===== config.mk =====
export PLATFORM = sky130hd
export DESIGN_NAME = core_sequencer
export DESIGN_NICKNAME = d
export VERILOG_FILES = /design/src/rtl/cpu_pkg.sv /design/src/rtl/cond_check.sv /design/src/rtl/core_sequencer.sv
export SDC_FILE = /design/constraint.sdc
export NUM_CORES = 1
export LEC_CHECK = 0
export CORE_UTILIZATION = 48
export DETAILED_ROUTE_END_ITERATION = 10
export PLACE_DENSITY = 0.82
export SYNTH_ARGS = -nofsm -noshare
export SYNTH_HDL_FRONTEND = slang
export SYNTH_HIERARCHICAL = 1
export SYNTH_SLANG_ARGS = --single-unit

===== constraint.sdc =====
create_clock -name clk -period 2.2 [get_ports clk]
set_clock_uncertainty 0.2 [all_clocks]
set_input_delay 0.44 -clock clk [delete_from_list [all_inputs] [get_ports clk]]
set_output_delay 0.44 -clock clk [all_outputs]
set_load 0.02 [all_outputs]

===== src/rtl/cpu_pkg.sv =====
// cpu_pkg: state encodings, condition codes, opcodes and the latched control bundle
// shared by the instruction decoder and the core sequencer.
package cpu_pkg;

    typedef enum logic [2:0] {
        ST_FETCH  = 3'd0,
        ST_DECODE = 3'd1,
        ST_EXEC   = 3'd2,
        ST_MEM    = 3'd3,
        ST_WB     = 3'd4,
        ST_BRANCH = 3'd5,
        ST_FAULT  = 3'd7
    } state_e;

    localparam logic [3:0] CC_EQ = 4'h0;
    localparam logic [3:0] CC_NE = 4'h1;
    localparam logic [3:0] CC_CS = 4'h2;
    localparam logic [3:0] CC_CC = 4'h3;
    localparam logic [3:0] CC_MI = 4'h4;
    localparam logic [3:0] CC_PL = 4'h5;
    localparam logic [3:0] CC_VS = 4'h6;
    localparam logic [3:0] CC_VC = 4'h7;
    localparam logic [3:0] CC_HI = 4'h8;
    localparam logic [3:0] CC_LS = 4'h9;
    localparam logic [3:0] CC_GE = 4'hA;
    localparam logic [3:0] CC_LT = 4'hB;
    localparam logic [3:0] CC_GT = 4'hC;
    localparam logic [3:0] CC_LE = 4'hD;
    localparam logic [3:0] CC_AL = 4'hE;
    localparam logic [3:0] CC_NV = 4'hF;

    localparam logic [4:0] OP_ADD     = 5'h00;
    localparam logic [4:0] OP_SUB     = 5'h01;
    localparam logic [4:0] OP_AND     = 5'h02;
    localparam logic [4:0] OP_ORR     = 5'h03;
    localparam logic [4:0] OP_EOR     = 5'h04;
    localparam logic [4:0] OP_MOV     = 5'h05;
    localparam logic [4:0] OP_CMP     = 5'h06;
    localparam logic [4:0] OP_LDR     = 5'h07;
    localparam logic [4:0] OP_STR     = 5'h08;
    localparam logic [4:0] OP_B       = 5'h09;
    localparam logic [4:0] OP_BL      = 5'h0A;
    localparam logic [4:0] OP_INVALID = 5'h1F;

    typedef struct packed {
        logic reg_write;
        logic mem_read;
        logic mem_write;
        logic branch;
        logic link;
        logic flags_update;
    } ctrl_t;

    localparam ctrl_t CTRL_NONE = 6'b000000;

endpackage


===== src/rtl/cond_check.sv =====
// cond_check: combinational ARM condition-code evaluation against {N,Z,C,V}.
module cond_check
    import cpu_pkg::*;
(
    input  logic [3:0] condition,
    input  logic [3:0] nzcv,
    output logic       pass
);
    logic n_s, z_s, c_s, v_s;

    assign {n_s, z_s, c_s, v_s} = nzcv;

    // Condition lookup; NV falls into the default and never passes
    always_comb begin
        pass = 1'b0;
        case (condition)
            CC_EQ:   pass = z_s;
            CC_NE:   pass = ~z_s;
            CC_CS:   pass = c_s;
            CC_CC:   pass = ~c_s;
            CC_MI:   pass = n_s;
            CC_PL:   pass = ~n_s;
            CC_VS:   pass = v_s;
            CC_VC:   pass = ~v_s;
            CC_HI:   pass = c_s & ~z_s;
            CC_LS:   pass = ~c_s | z_s;
            CC_GE:   pass = (n_s == v_s);
            CC_LT:   pass = (n_s != v_s);
            CC_GT:   pass = ~z_s & (n_s == v_s);
            CC_LE:   pass = z_s | (n_s != v_s);
            CC_AL:   pass = 1'b1;
            default: pass = 1'b0;
        endcase
    end
endmodule


===== src/rtl/core_sequencer.sv =====
// core_sequencer: multi-cycle fetch/decode/exec/mem/writeback control FSM with Moore outputs.
// Define CORE_SEQ_PERF_EN to add the retired_cnt/stall_cnt performance counters.
module core_sequencer
    import cpu_pkg::*;
#(
    parameter int MEM_TIMEOUT  = 16,
    parameter int IMEM_TIMEOUT = 16
) (
    input  logic        clk,
    input  logic        rst_n,
    input  logic        imem_ready,
    input  logic        dmem_ready,
    input  logic [4:0]  opcode,
    input  logic [3:0]  condition,
    input  logic [3:0]  flags_nzcv,
    input  logic        reg_write_en,
    input  logic        mem_read_en,
    input  logic        mem_write_en,
    input  logic        branch_en,
    input  logic        link_en,
    input  logic        flags_update_en,
    output logic        imem_req,
    output logic        ir_load,
    output logic        alu_en,
    output logic        flags_we,
    output logic        dmem_req,
    output logic        dmem_we,
    output logic        rf_we,
    output logic        lr_we,
    output logic        pc_inc,
    output logic        pc_branch,
    output logic        fault,
`ifdef CORE_SEQ_PERF_EN
    output logic [31:0] retired_cnt,
    output logic [31:0] stall_cnt,
`endif
    output logic [2:0]  state_o
);
    localparam logic [7:0] IMEM_LAST = 8'(IMEM_TIMEOUT - 1);
    localparam logic [7:0] MEM_LAST  = 8'(MEM_TIMEOUT - 1);

    state_e     state_q, state_d;
    logic [7:0] wait_q, wait_d;
    ctrl_t      ctrl_q, ctrl_d;
    logic       run_q, run_d;
    logic       inc_q, inc_d;
    logic       cond_pass_s;

    cond_check u_cond_check (
        .condition (condition),
        .nzcv      (flags_nzcv),
        .pass      (cond_pass_s)
    );

    // State, wait counter, latched controls; run_q holds off fetch for the first cycle after reset
    always_ff @(posedge clk or negedge rst_n) begin
        if (!rst_n) begin
            state_q <= ST_FETCH;
            wait_q  <= 8'd0;
            ctrl_q  <= CTRL_NONE;
            run_q   <= 1'b0;
            inc_q   <= 1'b0;
        end else begin
            state_q <= state_d;
            wait_q  <= wait_d;
            ctrl_q  <= ctrl_d;
            run_q   <= run_d;
            inc_q   <= inc_d;
        end
    end

    // Next-state logic; inc_d defers the PC increment into the first cycle of the next FETCH
    always_comb begin
        state_d = state_q;
        ctrl_d  = ctrl_q;
        run_d   = 1'b1;
        inc_d   = 1'b0;
        case (state_q)
            ST_FETCH: begin
                if (!run_q) begin
                    state_d = ST_FETCH;
                end else if (imem_ready) begin
                    state_d = ST_DECODE;
                end else if (wait_q == IMEM_LAST) begin
                    state_d = ST_FAULT;
                end else begin
                    state_d = ST_FETCH;
                end
            end
            ST_DECODE: begin
                ctrl_d.reg_write    = reg_write_en;
                ctrl_d.mem_read     = mem_read_en;
                ctrl_d.mem_write    = mem_write_en;
                ctrl_d.branch       = branch_en;
                ctrl_d.link         = link_en;
                ctrl_d.flags_update = flags_update_en;
                if (opcode == OP_INVALID) begin
                    state_d = ST_FAULT;
                end else if (!cond_pass_s) begin
                    state_d = ST_FETCH;
                    inc_d   = 1'b1;
                end else begin
                    state_d = ST_EXEC;
                end
            end
            ST_EXEC: begin
                if (ctrl_q.mem_read || ctrl_q.mem_write) begin
                    state_d = ST_MEM;
                end else if (ctrl_q.branch) begin
                    state_d = ST_BRANCH;
                end else if (ctrl_q.reg_write) begin
                    state_d = ST_WB;
                end else begin
                    state_d = ST_FETCH;
                    inc_d   = 1'b1;
                end
            end
            ST_MEM: begin
                if (dmem_ready) begin
                    if (ctrl_q.mem_write) begin
                        state_d = ST_FETCH;
                        inc_d   = 1'b1;
                    end else begin
                        state_d = ST_WB;
                    end
                end else if (wait_q == MEM_LAST) begin
                    state_d = ST_FAULT;
                end else begin
                    state_d = ST_MEM;
                end
            end
            ST_WB:     state_d = ST_FETCH;
            ST_BRANCH: state_d = ST_FETCH;
            ST_FAULT:  state_d = ST_FAULT;
            default:   state_d = ST_FAULT;
        endcase

        if (state_d != state_q) begin
            wait_d = 8'd0;
        end else if (!run_q || wait_q == 8'hFF) begin
            wait_d = wait_q;
        end else begin
            wait_d = wait_q + 8'd1;
        end
    end

    // Moore output decode from the state register and latched controls only
    always_comb begin
        imem_req  = 1'b0;
        ir_load   = 1'b0;
        alu_en    = 1'b0;
        flags_we  = 1'b0;
        dmem_req  = 1'b0;
        dmem_we   = 1'b0;
        rf_we     = 1'b0;
        lr_we     = 1'b0;
        pc_inc    = 1'b0;
        pc_branch = 1'b0;
        fault     = 1'b0;
        case (state_q)
            ST_FETCH: begin
                imem_req = run_q;
                pc_inc   = inc_q;
            end
            ST_DECODE: ir_load = 1'b1;
            ST_EXEC: begin
                alu_en   = 1'b1;
                flags_we = ctrl_q.flags_update;
            end
            ST_MEM: begin
                dmem_req = 1'b1;
                dmem_we  = ctrl_q.mem_write;
            end
            ST_WB: begin
                rf_we  = 1'b1;
                pc_inc = 1'b1;
            end
            ST_BRANCH: begin
                pc_branch = 1'b1;
                lr_we     = ctrl_q.link;
            end
            ST_FAULT: fault = 1'b1;
            default:  fault = 1'b0;
        endcase
    end

    assign state_o = state_q;

`ifdef CORE_SEQ_PERF_EN
    logic [31:0] retired_q, retired_d;
    logic [31:0] stall_q, stall_d;

    // Retire on every return to FETCH; stall on each requesting cycle without ready
    always_comb begin
        if (state_d == ST_FETCH && state_q != ST_FETCH && state_q != ST_FAULT) begin
            retired_d = retired_q + 32'd1;
        end else begin
            retired_d = retired_q;
        end
        if ((state_q == ST_FETCH && run_q && !imem_ready) ||
            (state_q == ST_MEM && !dmem_ready)) begin
            stall_d = stall_q + 32'd1;
        end else begin
            stall_d = stall_q;
        end
    end

    // Performance counter registers, wrapping
    always_ff @(posedge clk or negedge rst_n) begin
        if (!rst_n) begin
            retired_q <= 32'd0;
            stall_q   <= 32'd0;
        end else begin
            retired_q <= retired_d;
            stall_q   <= stall_d;
        end
    end

    assign retired_cnt = retired_q;
    assign stall_cnt   = stall_q;
`endif

endmodule


Word-level counts from Yosys, hierarchy flattened
Cells that the tools add are included.

Logic and storage cells: 86. Input port bits: 23. Register bits after elaboration: 19.

Bitwise logic cells: 8. Add/subtract/negate cells: 1. Mux-type cells: 34. Eq/ne operators: 27. Reduce and logical (&&, ||, !) cells: 6.

Operator list (number): 3-bit 2-to-1 mux (10); 4-bit == test (second input constant) (7); 1-bit 2-to-1 mux (17); 4-bit by 3-bit == test with 1-bit output (second input constant) (4); 8-bit 2-to-1 mux (2); 1-bit case mux with 15 select lines (1); 3-bit case mux with 5 select lines (1); 3-bit == test (second input constant) (3); 8-bit by 1-bit adder with 8-bit output (second input constant) (1); 4-bit by 2-bit == test with 1-bit output (second input constant) (2); 8-bit by 4-bit == test with 1-bit output (second input constant) (1); 8-bit == test (second input constant) (1); 3-bit by 2-bit == test with 1-bit output (second input constant) (2); 5-bit == test (second input constant) (1); 4-bit by 1-bit == test with 1-bit output (second input constant) (1); 4-bit logical NOT (1); 1-bit inverter (4); 3-bit by 1-bit == test with 1-bit output (second input constant) (1); 3-bit logical NOT (1); 3-bit inequality test (1); 1-bit case mux with 3 select lines (1); 1-bit AND (2); 1-bit logical OR (2); 2-bit 2-to-1 mux (1); 7 further kinds (8).

Logic depth before layout (Yosys ltp)
Gate-level depths: netlist of run 1.

Depth after elaboration: 8. Mapped depth: 9.

Hierarchy
Netlist of run 1, hierarchy kept.

Modules (own cells, without submodules): core_sequencer (cells each 118, times used 1, area an instance 1152.4 um^2, seq. area each 475.5 um^2); cond_check (cells each 28, times used 1, area an instance 193.9 um^2, seq. area each 0.0 um^2).

Worst setup path after synthesis of run 1
No wires, ideal clock.

Path type: input to register. From: input condition[3]. To: register wait_q[0]. Buffers on the path: 1. Slack: -81 ps. Arrival: 1980 ps. Stages on the path: 9. Setup time: 101 ps. Cell sequence: buf_2 or2b_1 o22ai_1 a211o_1 a211o_1 a21oi_1 o22ai_1 o21bai_2 nor4_1.

Longest elaborated chain between the ends: 7. Elaborated cells between the ends (all ways): 22.

RTL lines: start: declaration (RTL line core_sequencer.sv:14) `input logic [3:0] condition,`; 4-bit == test (tied with other cells) (RTL line cond_check.sv:16) `case (condition)`; 1-bit case mux with 15 select lines (*) (RTL line cond_check.sv:16); net cond_pass_s (RTL line core_sequencer.sv:47) `logic cond_pass_s;`; 2-bit 2-to-1 mux (*) (RTL line core_sequencer.sv:99) `end else if (!cond_pass_s) begin`; 3-bit 2-to-1 mux (*) (RTL line core_sequencer.sv:97) `if (opcode == OP_INVALID) begin`; 3-bit case mux with 5 select lines (*) (RTL line core_sequencer.sv:78) `case (state_q)`; 3-bit inequality test (*) (RTL line core_sequencer.sv:138) `if (state_d != state_q) begin`; 2-bit inequality test (no line) or 8-bit 2-to-1 mux (tied branches); end signal: assignment (RTL line core_sequencer.sv:65) `wait_q <= wait_d;`; end: declaration (RTL line core_sequencer.sv:43) `logic [7:0] wait_q, wait_d;`.

Mark *: on every way through the listed nets, which the timed path passes. The rest lies on a longest branch. A chain may end at the register's enable or synchronous reset.

Worst setup path after layout of run 1
From: register state_q[1] (netlist: state_o[1]). To: output ir_load.

Longest elaborated chain between the ends: 2.

RTL lines: start: declaration (RTL line core_sequencer.sv:42) `state_e state_q, state_d;`; start signal: assignment (RTL line core_sequencer.sv:64) `state_q <= state_d;`; 3-bit by 1-bit == test with 1-bit output (RTL line core_sequencer.sv:160) `case (state_q)`; 1-bit 2-to-1 mux (RTL line core_sequencer.sv:160); end: declaration (RTL line core_sequencer.sv:23) `output logic ir_load,`.

Every way passes these cells.

==> run metrics, run 1 <==
synth cell count leaders nand2_1 (26), dfrtp_1 (19), nor2_1 (11), nor4_1 (9); largest net degree at the start of global routing 20; diode count 0; Post-synth EDFFs 0; hpwl dp 2770 microns; Core ar. 2567 sq um; DR WL/cell roughly 16 microns; via count approximately 1300; area of the die ~3000 sq um; Synth Area per Inst 9.221 sq um; CTS Buffer Depth 2; fin crit share between 90% and 100%; Worst-Skew Late Latency roughly 0.31 ns; leakage between 0.8 and 0.9 nW; Seq/Total Area, Yosys about a third; ys async rst share between 90% and 100%; Layout Utilization 74.27%; Die Span Y between 50 and 60 microns; grt total ovfl 0; placed cell count 227; CP Class flop to primary output; row count 18; Final nets between 200 and 250; switching share of total power between 30 and 40%; I/O Pins 37; element type at the critical path start flop; Main synth FF type dfrtp_1; root buf cell clkbuf_4; DRT iter0 DRCs 17; Clk pwr share a little under a fifth; hold_buf cts 0; initial antenna violation count 0; vias in the first global route roughly 1300; TritonCTS buffer count 3; CTS Sinks 19; Die X 54.96 microns; Syn Nets 170; Via density about 5.7; Worst-path clk slew ~0.11 ns; CTS tree done; first-pass GRT wire length roughly 5500 microns; Psw 0.3188 mW; layout cells sized above 1 32.67%; Synth area leader dfrtp_1; worst IR drop on VDD roughly 840 uV; pwr dens ~500 nW/um^2; Final setup violation count 0; top-count cell post-synth nand2_1; # DRC 0; fin cells between 200 and 250; crit path launch state_o[1]$_DFF_PN0_; effective utilization at floorplan 52.44%; Worst EP required between 1.5 and 2 ns; Routed Antenna Nets 0; drt pass-1 iters 4; run status complete, no violations; Worst slew margin 62.35%; synth-to-layout area growth 41.64%; Routability Congestion between 0.8 and 0.9; Worst Hold Class input pin to asynchronous set/reset pin; max-cap violation count 0; Pint between 0.6 and 0.7 mW; htree depth 1; top-area cell type share of the netlist area 35.32%; synthesized cell area around 1300 sq um; sequential share of power 49.5%; worst slew pin tran about 0.56 ns; Worst EP arrival 1.48 ns; logic gate share of total power 31.4%; post-synth cell types between 50 and 60; Port-buffer cells 36; Worst R2R Start state_o[0]$_DFF_PN0_; total track usage around a quarter; fmax 0.4706 GHz; Final Hold Fails 0; Area contributors post-synth dfrtp_1 (35%), nand2_1 (7.2%), nor4_1 (4.2%), nor2_1 (3.1%), xnor2_1 (2.6%); final wirelength 3606 microns; CP max FO 9; CP Capture Type primary output; FF+latch count, synth 19; Yosys Warn Count 6; Syn Inst Count 146; Slew Viols, Final 0; fin crit period approximately 2.1 ns
-- layout by cell type, fill, tap and decap left out, types with 3 or more instances in the layout --
cell type and n:
xor2_1 4, nor3_1 5, clkbuf_4 3, nor4_1 5, nor4_2 4, nor2_1 11, dfrtp_1 19, buf_2 4
xnor2_1 4, dlygate4sd2_1 5, clkdlybuf4s50_1 16, inv_1 4, buf_4 20, nand2b_1 5, o21ai_0 3, nand2_1 26
a21oi_2 3, clkbuf_2 7
-- cells by family after synthesis --
family | synth area share [%]
AND/OR/NAND/NOR | 32.71
AO/OA/AOI/OAI | 18.40
flip-flops | 35.32
XOR/XNOR | 6.412
buffers and inverters | 4.088
multiplexers | 1.858
adder cells (fa/ha/maj) | 0.9292
other | 0.2785
-- worst max-delay path: stages, from the launching register on --
cell           delay (ns)
dfrtp_1              0.41
buf_12               0.15
nor2_2               0.17
nand2_4              0.08
inv_4                0.05
dlygate4sd2_1        0.32
-- layout make-up --
| class | count | area (sq um) |
|---|---|---|
| Clock buffer | 3 | 22.52 |
| Clock inverter | 1 | 5.005 |
| Fill cell | 207 | 660.6 |
| Inverter | 5 | 21.27 |
| Multi-Input combinational cell | 118 | 880.8 |
| Sequential cell | 19 | 475.5 |
| Tap cell | 30 | 37.54 |
| Timing Repair Buffer | 56 | 464.2 |
-- sequential cells by signal, summed over array words and instances (netlist names) --
signal,flops
state_o,3
wait_q,8
ctrl_q,6
run_q,1
inc_q,1
-- worst paths after layout --
path | end | slack, ns | cells after the start
min reg2reg | ctrl_q[0]$_DFFE_PN0P_ | 0.29 | 2
min in group clk | ctrl_q[0]$_DFFE_PN0P_ | 0.29 | 2
max | ir_load | 0.08 | 5
min | wait_q[3]$_DFFE_PN0P_ | 0.24 | 2
max reg2reg | wait_q[0]$_DFFE_PN0P_ | 0.14 | 6
max in group asynchronous | wait_q[1]$_DFFE_PN0P_ | 1.35 | 2
-- what timing repair did --
item	4_1_cts	5_1_grt
setup endpoints to repair	21	17
pin swaps	6	8
setup buffers	0	1
resized for setup	46	23
-- per-stage QoR --
stage | hold slack, ns | instance area [sq um] | TNS [ns] | setup WS (ns) | total power [mW]
floorplan | -0.05559 | 1358 | 0 | 0.04038 | 0.6497
global placement | 0.2497 | 1877 | -5.296 | -0.5759 | 0.7407
detailed placement | 0.2676 | 1877 | -6.475 | -0.7682 | 0.7654
CTS | 0.2504 | 1892 | 0 | 0.007539 | 0.9464
global route | 0.3010 | 1907 | -0.0008846 | -0.0008846 | 1.028
finish | 0.2442 | 1907 | 0 | 0.07511 | 0.9629
-- power by group through the flow --
stage,Clock (mW),Sequential (mW),Combinational [mW]
after floorplan,0,0.469,0.181
after global placement,0,0.479,0.262
after detailed placement,0,0.484,0.281
after CTS,0.188,0.478,0.280
after global routing,0.200,0.489,0.339
final,0.185,0.476,0.302
-- metal layers --
metal | vias to the layer above | routed length, microns | global-route usage [%]
li1 | 639 | - | -
met1 | 634 | 1524 | 30.81
met2 | 41 | 1786 | 46.18
met3 | 12 | 163 | 3.552
met4 | 0 | 131 | 14.58
met5 | - | 0 | 0
Power figures use the tool's default switching activity.
==> run 2: changes to the inputs <==
--- a/config.mk
+++ b/config.mk
@@ -6,6 +6,7 @@
 export NUM_CORES = 1
 export LEC_CHECK = 0
 export CORE_UTILIZATION = 48
+export CTS_BUF_LIST = sky130_fd_sc_hd__clkbuf_8 sky130_fd_sc_hd__clkbuf_16
 export DETAILED_ROUTE_END_ITERATION = 10
 export PLACE_DENSITY = 0.82
 export SYNTH_ARGS = -nofsm -noshare
==> run 2 against run 1 <==
  * Die area unchanged
  * Largest cell class unchanged
  * Power increased by 10%
  * First-iteration DRC count increased by 35%
  * Critical path depth unchanged
  * Largest power group unchanged
  * Critical path type unchanged
  * Critical endpoint is now flags_we
==> run metrics, run 2 (same netlist as run 1, synthesis figures left out) <==
initial antenna violation count 0 (unchanged); layout cells sized above 1 33.66% (was 32.67%); grt total ovfl 0 (unchanged); drt pass-1 iters 4 (unchanged); placed cell count 227 (unchanged); fmax 0.4678 GHz (was 0.4706 GHz); Placement Cell Area 1877 sq um (unchanged); I/O Pins 37 (unchanged); post-route setup slack 0.06237 ns (was 0.07511 ns); Port-buffer cells 36 (unchanged); hpwl dp 2770 microns (unchanged); most common cell after layout, fill and taps aside nand2_1 (unchanged); TNS Setup 0 ns (unchanged); diode count 0 (unchanged); pwr dens 526.3 nW/um^2 (was 505.0 nW/um^2); Worst EP arrival 1.50 ns (was 1.48 ns); most frequent cells in the layout nand2_1 (25), dfrtp_1 (19), buf_4 (19) (was nand2_1 (26), buf_4 (20), dfrtp_1 (19)); R2R depth 5 (was 6); Die Span Y 54.96 microns (unchanged); root buf cell clkbuf_8 (was clkbuf_4); Worst-Skew Late Latency 0.26 ns (was 0.31 ns); fin crit share 97.17% (was 96.59%); Routed Antenna Nets 0 (unchanged); met3 GRT Util 4.098% (was 3.552%); fin crit period 2.138 ns (was 2.125 ns); worst slew pin tran 0.6250 ns (was 0.5634 ns); Final nets 227 (unchanged); htree depth 1 (unchanged); run status complete, no violations (unchanged); largest net degree at the start of global routing 20 (unchanged); total track usage 27.87% (was 26.37%); row count 18 (unchanged); CP max FO 9 (unchanged); CTS tree done (unchanged); GRT met1 Usage 32.01% (was 30.81%); CTS Buffer Depth 2 (unchanged); final wirelength 3784 microns (was 3606 microns); Core ar. 2567 sq um (unchanged); Via density 5.789 (was 5.716); Die X 54.96 microns (unchanged); leakage 0.8862 nW (was 0.8444 nW); global-route track usage on met2 50.60% (was 46.18%); TritonCTS buffer count 3 (unchanged); fin cells 232 (unchanged); filler instances 179 (was 207); Final Hold Fails 0 (unchanged); CP Class flop to primary output (unchanged); synth-to-layout area growth 49.44% (was 41.64%); Routability Congestion 0.8071 (unchanged); Layout Utilization 78.36% (was 74.27%); Worst EP required 1.56 ns (about the same); Fin Hold WS 0.2764 ns (was 0.2442 ns); most flop-heavy register wait_q (unchanged); DR WL/cell 16.31 microns (was 15.54 microns); via count 1343 (was 1326); hold_buf cts 0 (unchanged); Slew Viols, Final 0 (unchanged); first-pass GRT wire length 5796 microns (was 5478 microns); Worst-path clk slew 0.07 ns (was 0.11 ns); Pwr Total 1.059 mW (was 0.9629 mW); Largest register FFs 8 (unchanged); post-route cell area 2012 sq um (was 1907 sq um); DRT iter0 DRCs 23 (was 17); worst IR drop on VDD 792.2 uV (was 835.5 uV); max-cap violation count 0 (unchanged); effective utilization at floorplan 52.44% (unchanged); CP Capture Type primary output (unchanged); area of the die 3021 sq um (unchanged); Final setup violation count 0 (unchanged); CTS Sinks 19 (unchanged); cell depth of the worst min-delay path 2; # DRC 0 (unchanged); Place WS -0.7682 ns (unchanged); element type at the critical path start flop (unchanged); vias in the first global route 1302 (was 1259); Worst Hold Class flop to flop (was input pin to asynchronous set/reset pin); Worst slew margin 58.24% (was 62.35%); grt peak-use layer met2 (unchanged)
run 2: routing by layer:
metal	vias to the layer above	part of all wire (%)	routed length [microns]
met5	-	0	0
met4	0	1.7	63
met3	7	5.2	198
met2	45	52	1981
met1	652	41	1541
li1	639	-	-
run 2: path summary, 6_finish.rpt:
kind                                    endpoint                  start  slack, ns
min in group asynchronous        run_q$_DFF_PN0_                  rst_n       0.31
hold reg to reg            ctrl_q[0]$_DFFE_PN0P_  ctrl_q[0]$_DFFE_PN0P_       0.28
max in group asynchronous  wait_q[0]$_DFFE_PN0P_                  rst_n       1.29
hold / removal             ctrl_q[0]$_DFFE_PN0P_  ctrl_q[0]$_DFFE_PN0P_       0.28
setup / recovery                        flags_we   state_o[1]$_DFF_PN0_       0.06
setup reg to reg           wait_q[5]$_DFFE_PN0P_  wait_q[4]$_DFFE_PN0P_       0.12
run 2: cell type report:
cell class / instances / area, sq um / area share, %
Tap cell: 30 / 37.54 / 1.866
Inverter: 5 / 21.27 / 1.057
Clock buffer: 3 / 41.29 / 2.052
Timing Repair Buffer: 56 / 508.0 / 25.25
Sequential cell: 19 / 475.5 / 23.63
Multi-Input combinational cell: 118 / 923.4 / 45.90
Clock inverter: 1 / 5.005 / 0.2488
run 2: where the power goes:
| group | switching [mW] | internal [mW] | total, mW |
|---|---|---|---|
| Combinational | 0.146 | 0.187 | 0.333 |
| Sequential | 0.0680 | 0.411 | 0.479 |
| Clock | 0.121 | 0.126 | 0.247 |
run 2: repair_timing:
| action | in CTS | in global routing |
|---|---|---|
| setup endpoints to repair | 21 | 12 |
| pin swaps | 9 | 8 |
| gates resized for setup | 58 | 11 |
| setup buffers | 0 | 1 |
run 2: critical path, stage by stage, from the launching register on:
cell,delay (ns)
dfrtp_1,0.40
buf_12,0.15
nand2b_1,0.13
nor2_2,0.06
and2_2,0.18
dlygate4sd2_1,0.32
==> run 3: changes to the inputs <==
--- a/config.mk
+++ b/config.mk
@@ -5,6 +5,7 @@
 export SDC_FILE = /design/constraint.sdc
 export NUM_CORES = 1
 export LEC_CHECK = 0
+export CORE_MARGIN = 5
 export CORE_UTILIZATION = 48
 export CTS_BUF_LIST = sky130_fd_sc_hd__clkbuf_8 sky130_fd_sc_hd__clkbuf_16
 export DETAILED_ROUTE_END_ITERATION = 10
==> run 3 against run 2 <==
  * Design area fell by 1.3%
  * Clock-buffer cell count did not move
  * Core utilization fell by 5.7 points
  * Wire length grew 2.8%
  * Sequential power increased by 1%
  * Combinational power is 2% lower
  * Critical endpoint is now wait_q[4]$_DFFE_PN0P_
==> run metrics, run 3 (same netlist as run 1, synthesis figures left out) <==
run status complete, no violations (unchanged); CP Class input pin to flop (was flop to primary output); Slew Viols, Final 0 (unchanged); worst slew pin tran 0.5869 ns (was 0.6250 ns); Worst EP arrival 2.11 ns (was 1.50 ns); element type at the critical path start input pin (was flop); final wirelength 3890 microns (was 3784 microns); Final setup violation count 0 (unchanged); row count 19 (was 18); first-pass GRT wire length 6410 microns (was 5796 microns); Final Hold Fails 0 (unchanged); effective utilization at floorplan 49.24% (was 52.44%); pwr dens 530.8 nW/um^2 (was 526.3 nW/um^2); cell family with most CP delay compound AO/OA/AOI/OAI gates (was buffers and inverters); Core ar. 2734 sq um (was 2567 sq um); fin cells 238 (was 232); DRT iter0 DRCs 67 (was 23); CTS Sinks 19 (unchanged); CP Capture Type flop (was primary output); Port-buffer cells 36 (unchanged); Worst slew margin 60.78% (was 58.24%); Critical-path top delay cell a211o_1 (was dfrtp_1); hold path start ctrl_q[1]$_DFFE_PN0P_ (was ctrl_q[0]$_DFFE_PN0P_); FF/Latch Area 476.7 sq um (was 475.5 sq um); critical path, cell by cell buf_2 > and3b_1 > a221oi_2 > a211o_1 > a211o_1 > a21oi_2 > o22ai_2 > o21bai_4 > nor4_1 (was buf_12 > nand2b_1 > nor2_2 > and2_2 > dlygate4sd2_1); Largest register FFs 8 (unchanged); via count 1337 (was 1343); Placement Cell Area 1896 sq um (was 1877 sq um); placed cell count 232 (was 227); Routed Antenna Nets 0 (unchanged); Die X 62.96 microns (was 54.96 microns); area of the die 3964 sq um (was 3021 sq um); Via density 5.618 (was 5.789); fin crit share 97.76% (was 97.17%); Routability Congestion 1.007 (was 0.8071); CTS Buffer Depth 2 (unchanged); crit path launch flags_nzcv[2] (was state_o[1]$_DFF_PN0_); fin crit period 2.151 ns (was 2.138 ns); synth-to-layout area growth 47.49% (was 49.44%); DR WL/cell 16.34 microns (was 16.31 microns); filler instances 201 (was 179); Worst-path clk slew 0.07 ns (about the same); initial antenna violation count 0 (unchanged); drt pass-1 iters 4 (unchanged); htree depth 1 (unchanged); post-route cell area 1986 sq um (was 2012 sq um); diode count 0 (unchanged); Worst EP required 2.16 ns (was 1.56 ns); most flop-heavy register wait_q (unchanged); Worst Hold Class flop to flop (unchanged); I/O Pins 37 (unchanged); layout cells sized above 1 33.82% (was 33.66%); leakage 0.8817 nW (was 0.8862 nW); # DRC 0 (unchanged); Worst R2R Start wait_q[4]$_DFFE_PN0P_ (unchanged); CP dominant cell by count a211o_1; worst IR drop on VDD 786.1 uV (was 792.2 uV); CTS tree done (unchanged); Crit path buffers/inverters 1 (was 2); hpwl dp 2816 microns (was 2770 microns); TritonCTS buffer count 3 (unchanged); CP max FO 8 (was 9); vias in the first global route 1395 (was 1302); largest net degree at the start of global routing 20 (unchanged); grt total ovfl 0 (unchanged); most common cell after layout, fill and taps aside buf_4 (was nand2_1); area occupied by multi-input gates 899.6 sq um (was 923.4 sq um); Largest stage delay, worst path 0.30 ns (was 0.40 ns); Fin Hold WS 0.2687 ns (was 0.2764 ns); Worst-Skew Late Latency 0.26 ns (about the same); TNS Setup 0 ns (unchanged); root buf cell clkbuf_8 (unchanged); Die Span Y 62.96 microns (was 54.96 microns); most frequent cells in the layout buf_4 (28), nand2_1 (26), dfrtp_1 (18) (was nand2_1 (25), dfrtp_1 (19), buf_4 (19)); max-cap violation count 0 (unchanged); Final nets 232 (was 227); total track usage 20.06% (was 27.87%); fmax 0.4649 GHz (was 0.4678 GHz)
-- run 3: cell type report --
type,count,area share (%)
clock buffer,3,2.079
clock inverter,1,0.1890
inverter,5,1.071
multi-input combinational,118,45.31
sequential,19,24.01
tap,31,1.953
timing repair buffer,61,25.39
-- run 3: report_power, final --
| part | switching [mW] | internal [mW] |
|---|---|---|
| combinational | 0.149 | 0.179 |
| sequential | 0.0734 | 0.411 |
| clock | 0.118 | 0.124 |
-- run 3: timing repair --
item | 4_1_cts | 5_1_grt
pin swaps | 7 | 4
resized for setup | 48 | 15
setup endpoints to repair | 22 | 14
hold buffers | 0 | 0
setup buffers | 0 | 2
-- run 3: through the flow --
stage | util (%) | total power, mW | setup WS, ns
6_report | 72.63 | 1.054 | 0.04920
3_3_place_gp | 69.34 | 0.7397 | -0.5941
2_1_floorplan | - | 0.6497 | 0.04038
4_1_cts | 71.40 | 1.027 | 0.003569
3_5_place_dp | 69.34 | 0.7699 | -0.7908
5_1_grt | 72.63 | 1.112 | -0.02578
-- run 3: layer usage --
metal  GRT usage (%)  vias up  wire length [microns]
met2           34.23       47                   1943
met5               0        -                      0
met4           9.814        0                    106
li1                -      649                      -
met1           23.08      631                   1585
met3           4.856       10                    255
-- run 3: worst register-to-register path, cell delays in order (launching register included) --
cell and delay, ns:
dfrtp_1 0.44, nor4_1 0.36, nand2_1 0.20, a21bo_2 0.28, a32oi_4 0.37, nor4_1 0.11
-- run 3: path summary, 6_finish.rpt --
| check | slack (ns) | cells past startpoint | endpoint |
|---|---|---|---|
| worst max-delay path | 0.05 | 9 | wait_q[4]$_DFFE_PN0P_ |
| worst min-delay path | 0.27 | 2 | ctrl_q[1]$_DFFE_PN0P_ |
| worst max register to register | 0.10 | 5 | wait_q[4]$_DFFE_PN0P_ |
| worst min register to register | 0.27 | 2 | ctrl_q[1]$_DFFE_PN0P_ |
| max in group asynchronous | 1.27 | 2 | state_o[1]$_DFF_PN0_ |
| min in group asynchronous | 0.31 | 2 | wait_q[3]$_DFFE_PN0P_ |
